**config.mk**
```make
export PLATFORM = sky130hd
export DESIGN_NAME = hazard_ctrl_mc
export DESIGN_NICKNAME = d
export VERILOG_FILES = /design/src/rtl/hazard_ctrl_mc.sv
export SDC_FILE = /design/constraint.sdc
export NUM_CORES = 1
export LEC_CHECK = 0
export CORE_AREA = 5 5 97 54
export CTS_CLUSTER_SIZE = 28
export DETAILED_ROUTE_END_ITERATION = 7
export DIE_AREA = 0 0 102 59
export PLACE_DENSITY_LB_ADDON = 0.05
export SLEW_MARGIN = 20
export SYNTH_ARGS = -nofsm -noshare
export SYNTH_HDL_FRONTEND = slang
export SYNTH_SLANG_ARGS = --single-unit
```
**constraint.sdc**
```tcl
create_clock -name clk -period 2.3 [get_ports clk]
set_clock_uncertainty 0.1 [all_clocks]
set_input_delay 0.23 -clock clk [delete_from_list [all_inputs] [get_ports clk]]
set_output_delay 0.23 -clock clk [all_outputs]
set_load 0.05 [all_outputs]
```
**src/rtl/hazard_ctrl_mc.sv**
```systemverilog
// Hazard unit for the 5-stage MIPS pipeline: forwarding, load-use,
// multi-cycle MDU stall, trap drain and a saturating stall counter.
module hazard_ctrl_mc #(
    parameter int REG_AW     = 5,
    parameter int MDU_LAT    = 4,
    parameter int TRAP_DRAIN = 2,
    parameter int CNT_W      = 16
) (
    input  logic              clk,
    input  logic              rst,
    input  logic              RegWrite_EM,
    input  logic              RegWrite_MW,
    input  logic              MemRead_DE,
    input  logic              Branch_taken,
    input  logic              mdu_start,
    input  logic              Overflow,
    input  logic              Break,
    input  logic              uses_rt_FD,
    input  logic [REG_AW-1:0] WriteReg_EM,
    input  logic [REG_AW-1:0] WriteReg_MW,
    input  logic [REG_AW-1:0] RS_DE,
    input  logic [REG_AW-1:0] RT_DE,
    input  logic [REG_AW-1:0] RS_FD,
    input  logic [REG_AW-1:0] RT_FD,
    output logic [1:0]        PCSrc,
    output logic [1:0]        ForwardA,
    output logic [1:0]        ForwardB,
    output logic              Stall_PC,
    output logic              Stall_FD,
    output logic              Stall_DE,
    output logic              flush_FD,
    output logic              flush_DE,
    output logic              trap_busy,
    output logic [CNT_W-1:0]  stall_count
);

    localparam int MAXC = (MDU_LAT > TRAP_DRAIN) ? MDU_LAT : TRAP_DRAIN;
    localparam int CW   = (MAXC > 1) ? $clog2(MAXC) : 1;

    typedef enum logic [1:0] {
        RUN      = 2'd0,
        MDU_WAIT = 2'd1,
        TRAP     = 2'd2
    } state_t;

    state_t        state, nstate;
    logic [CW-1:0] cnt, ncnt;
    logic          exc, load_use;

    function automatic logic [1:0] fwd_sel(input logic [REG_AW-1:0] src);
        logic [1:0] sel;
        sel = 2'b00;
        if (RegWrite_EM && WriteReg_EM != '0 && src == WriteReg_EM)
            sel = 2'b10;
        else if (RegWrite_MW && WriteReg_MW != '0 && src == WriteReg_MW)
            sel = 2'b01;
        return sel;
    endfunction

    assign ForwardA = fwd_sel(RS_DE);
    assign ForwardB = fwd_sel(RT_DE);

    assign exc      = Overflow | Break;
    assign load_use = MemRead_DE && RT_DE != '0 &&
                      (RT_DE == RS_FD || (uses_rt_FD && RT_DE == RT_FD));

    always_comb begin
        PCSrc     = 2'b00;
        Stall_PC  = 1'b0;
        Stall_FD  = 1'b0;
        Stall_DE  = 1'b0;
        flush_FD  = 1'b0;
        flush_DE  = 1'b0;
        trap_busy = 1'b0;
        nstate    = state;
        ncnt      = cnt;
        case (state)
            TRAP: begin
                Stall_PC  = 1'b1;
                flush_FD  = 1'b1;
                flush_DE  = 1'b1;
                trap_busy = 1'b1;
                if (cnt == '0) nstate = RUN;
                else           ncnt   = cnt - 1'b1;
            end
            MDU_WAIT: begin
                if (exc) begin
                    PCSrc    = 2'b11;
                    flush_FD = 1'b1;
                    flush_DE = 1'b1;
                    nstate   = TRAP;
                    ncnt     = CW'(TRAP_DRAIN - 1);
                end else begin
                    Stall_PC = 1'b1;
                    Stall_FD = 1'b1;
                    Stall_DE = 1'b1;
                    if (cnt == '0) nstate = RUN;
                    else           ncnt   = cnt - 1'b1;
                end
            end
            default: begin
                if (exc) begin
                    PCSrc    = 2'b11;
                    flush_FD = 1'b1;
                    flush_DE = 1'b1;
                    nstate   = TRAP;
                    ncnt     = CW'(TRAP_DRAIN - 1);
                end else if (mdu_start) begin
                    Stall_PC = 1'b1;
                    Stall_FD = 1'b1;
                    Stall_DE = 1'b1;
                    // the RUN cycle itself is the first of MDU_LAT stalls
                    if (MDU_LAT > 1) begin
                        nstate = MDU_WAIT;
                        ncnt   = CW'(MDU_LAT - 2);
                    end
                end else if (Branch_taken) begin
                    PCSrc    = 2'b01;
                    flush_FD = 1'b1;
                    flush_DE = 1'b1;
                end else if (load_use) begin
                    Stall_PC = 1'b1;
                    Stall_FD = 1'b1;
                    flush_DE = 1'b1;
                end
            end
        endcase
    end

    always_ff @(posedge clk or posedge rst) begin
        if (rst) begin
            state       <= RUN;
            cnt         <= '0;
            stall_count <= '0;
        end else begin
            state <= nstate;
            cnt   <= ncnt;
            if (Stall_PC && stall_count != {CNT_W{1'b1}})
                stall_count <= stall_count + CNT_W'(1);
        end
    end

endmodule

```
==> flow_metrics.tcl <==
set metrics [dict create \
    syn_to_final_growth_pct 76.17 \
    cts_made_buffers 3 \
    cp_top_family "buffers and inverters" \
    worstRegToRegCells 8 \
    root_buffer "clkbuf_8" \
    final_util_pct 66.66 \
    wl_per_cell_um 16.58 \
    final-hold-violation-count 0 \
    core-area_sq_um 4233 \
    place_congestion 0.8840 \
    die_h_um 59 \
    synth_cell_types 35 \
    cp-start-kind "input pin" \
    ios 68 \
    outcome "complete, no violations" \
    vdd_drop_max_mv 1.285 \
    synth_nets 217 \
    syn_avg_cell_area_sq_um 9.204 \
    synthTopCellsByArea "dfrtp_1 (31%), xor2_1 (19%), nor3_2 (5.6%), xnor2_1 (4.9%), o21ai_0 (3.8%)" \
    end_kind "output pin" \
    clk_latency_ns 0.26 \
    gr-usage-all-layers_pct 18.22 \
    critPathMaxFanout 2 \
    r2r_end "stall_count[15]$_DFFE_PP0P_" \
    detail_route.vias_per_cell 4.914 \
    r2r_slack_ns 0.22 \
    timing.hold.ws_ns 0.3217 \
    antenna_found_initial 0 \
    maxCapViolations 0 \
    cts_tree "done" \
    final.fill_count 321 \
    ctsHtreeMaxLevel 1 \
    hp-class "input pin to async pin" \
    cts.reportedPaths.clkPinSlew_ns 0.08 \
    vias 1602 \
    tightestPinTransition_ns 0.7867 \
    maxClockFrequency_ghz 0.4406 \
    post-route-min-period_ns 2.270 \
    grt_pass1_wl_um 8424 \
    netlist_area_sq_um 1602 \
    clock_sinks 20 \
    grt_max_degree 21 \
    r2r-start "state[0]$_DFFE_PP0P_" \
    path_buf_inv 3 \
    ant_nets 0 \
    mostFrequentLayoutCells "clkdlybuf4s50_1 (41), buf_4 (36), xor2_1 (34), dfrtp_1 (16), nor2_1 (10)" \
    relSlewSlack_pct 47.50 \
    drt-initial-drc-count 87 \
    dp_hpwl_um 4371 \
    yosysTopAreaCell "dfrtp_1" \
    die-area_sq_um 6018 \
    diodes 0 \
    ctsHoldBuffers 0 \
    first_global_vias 1698 \
    synth-warning-count 0 \
    cts_buffer_depth 2 \
    nNetsFinal 313 \
    crit_type "input pin to output pin" \
    p_leak_uw 0.001262 \
    synth_top_area_share_pct 31.25 \
    routed_wl_um 5406 \
    cp.arrival_ns 1.94 \
    drive_above_1_share_pct 34.20 \
    setup_viol 0 \
    num_rows 17 \
    grt-ovfl-total 0 \
    power_uw 2628 \
    critPathRequiredTime_ns 1.97 \
    power_density_nw_per_um2 931.4 \
    drc 0 \
    io_buffer_count 67 \
    final_common_cell "clkdlybuf4s50_1" \
    cpPeakStageDelay_ns 0.42 \
    finalMaxSlewViolations 0 \
    die_w_um 102 \
    synth_seq_cells 20 \
    crit_path_top_delay_cell "clkdlybuf4s50_1" \
    seq_area_frac_synth_pct 31.25 \
    synth_cells 174 \
    firstDrtPassIters 4 \
    path_cells "clkdlybuf4s50_1 > xor2_1 > nor4_2 > a32oi_2 > buf_4 > o31ai_4 > buf_12" \
    post-route-period-util_pct 98.69 \
    start_util_pct 37.84 \
]
[worst max path at each step]
stage / depth (start not counted) / from / endpoint
final: 7 / RT_FD[2] / Stall_FD
after global routing: 6 / WriteReg_EM[0] / ForwardB[1]
after CTS: 8 / RT_DE[3] / stall_count[15]$_DFFE_PP0P_
after detailed placement: 7 / RT_DE[2] / stall_count[1]$_DFFE_PP0P_
after global placement: 9 / RT_DE[2] / stall_count[6]$_DFFE_PP0P_
after floorplan: 4 / WriteReg_EM[1] / ForwardB[0]
[cell type report]
| cell class | instances | area, sq um | share of cell area [%] |
|---|---|---|---|
| clock buffers | 3 | 41.29 | 1.463 |
| clock inverters | 1 | 30.03 | 1.064 |
| inverters | 10 | 37.54 | 1.330 |
| multi-input cells | 135 | 1167 | 41.37 |
| flip-flops and latches | 20 | 505.5 | 17.92 |
| well taps | 57 | 71.32 | 2.528 |
| repair buffers | 100 | 968.4 | 34.32 |
[cell families after synthesis]
logic type	Yosys count	share of synthesized area, %
adder cells (fa/ha/maj)	3	2.344
flip-flops	20	31.25
buffers and inverters	19	5.547
XOR/XNOR	44	24.06
AO/OA/AOI/OAI	22	8.986
AND/OR/NAND/NOR	64	26.41
multiplexers	2	1.406
[cells in the mapped netlist, drive strengths merged]
cell / number
o211ai: 1
nor4: 6
or2: 2
nor3: 10
nor4b: 2
and3: 2
inv: 10
o31a: 1
nand4: 2
or4: 5
nor3b: 1
and4: 1
a21o: 1
clkbuf: 5
nor2b: 3
dfrtp: 20
buf: 4
mux2: 2
nor2: 12
nand3: 10
a31o: 1
o21a: 1
ha: 3
o221ai: 1
a21oi: 2
o31ai: 1
xor2: 35
xnor2: 9
nand2: 8
o21ai: 12
a32oi: 1
[routing by layer]
metal | vias to the layer above | part of all wire (%) | routed length, um | global-route usage (%)
met5 | - | 0 | 0 | 0
met4 | 0 | 0.85 | 46 | 3.364
met3 | 4 | 6.0 | 323 | 5.053
met2 | 42 | 46 | 2464 | 27.98
met1 | 768 | 48 | 2572 | 25.92
li1 | 788 | - | - | -
[report_power, final]
| part | internal [uW] | total, uW | switching (uW) |
|---|---|---|---|
| Clock | 232 | 350 | 118 |
| Sequential | 452 | 576 | 124 |
| Combinational | 682 | 1700 | 1020 |
| Total | 1370 | 2630 | 1260 |
[state kept, by name, summed over array words and instances (netlist names)]
name / count
state: 2
stall_count: 16
cnt: 2
[timing repair]
action,in CTS,in global routing
buffers inserted,4,3
endpoints found under the setup margin,6,20
pin swaps,7,9
resized for setup,19,23
[stage by stage]
step	setup TNS [ns]	std cells	setup slack (ns)	area (sq um)
floorplan	-0.2869	174	-0.2869	1650
global placement	-2.365	316	-0.1469	2579
detailed placement	-3.486	316	-0.2396	2579
CTS	-0.01149	323	-0.007533	2696
global route	-0.1053	326	-0.06136	2821
finish	0	326	0.03017	2821
Power figures use the tool's default switching activity.
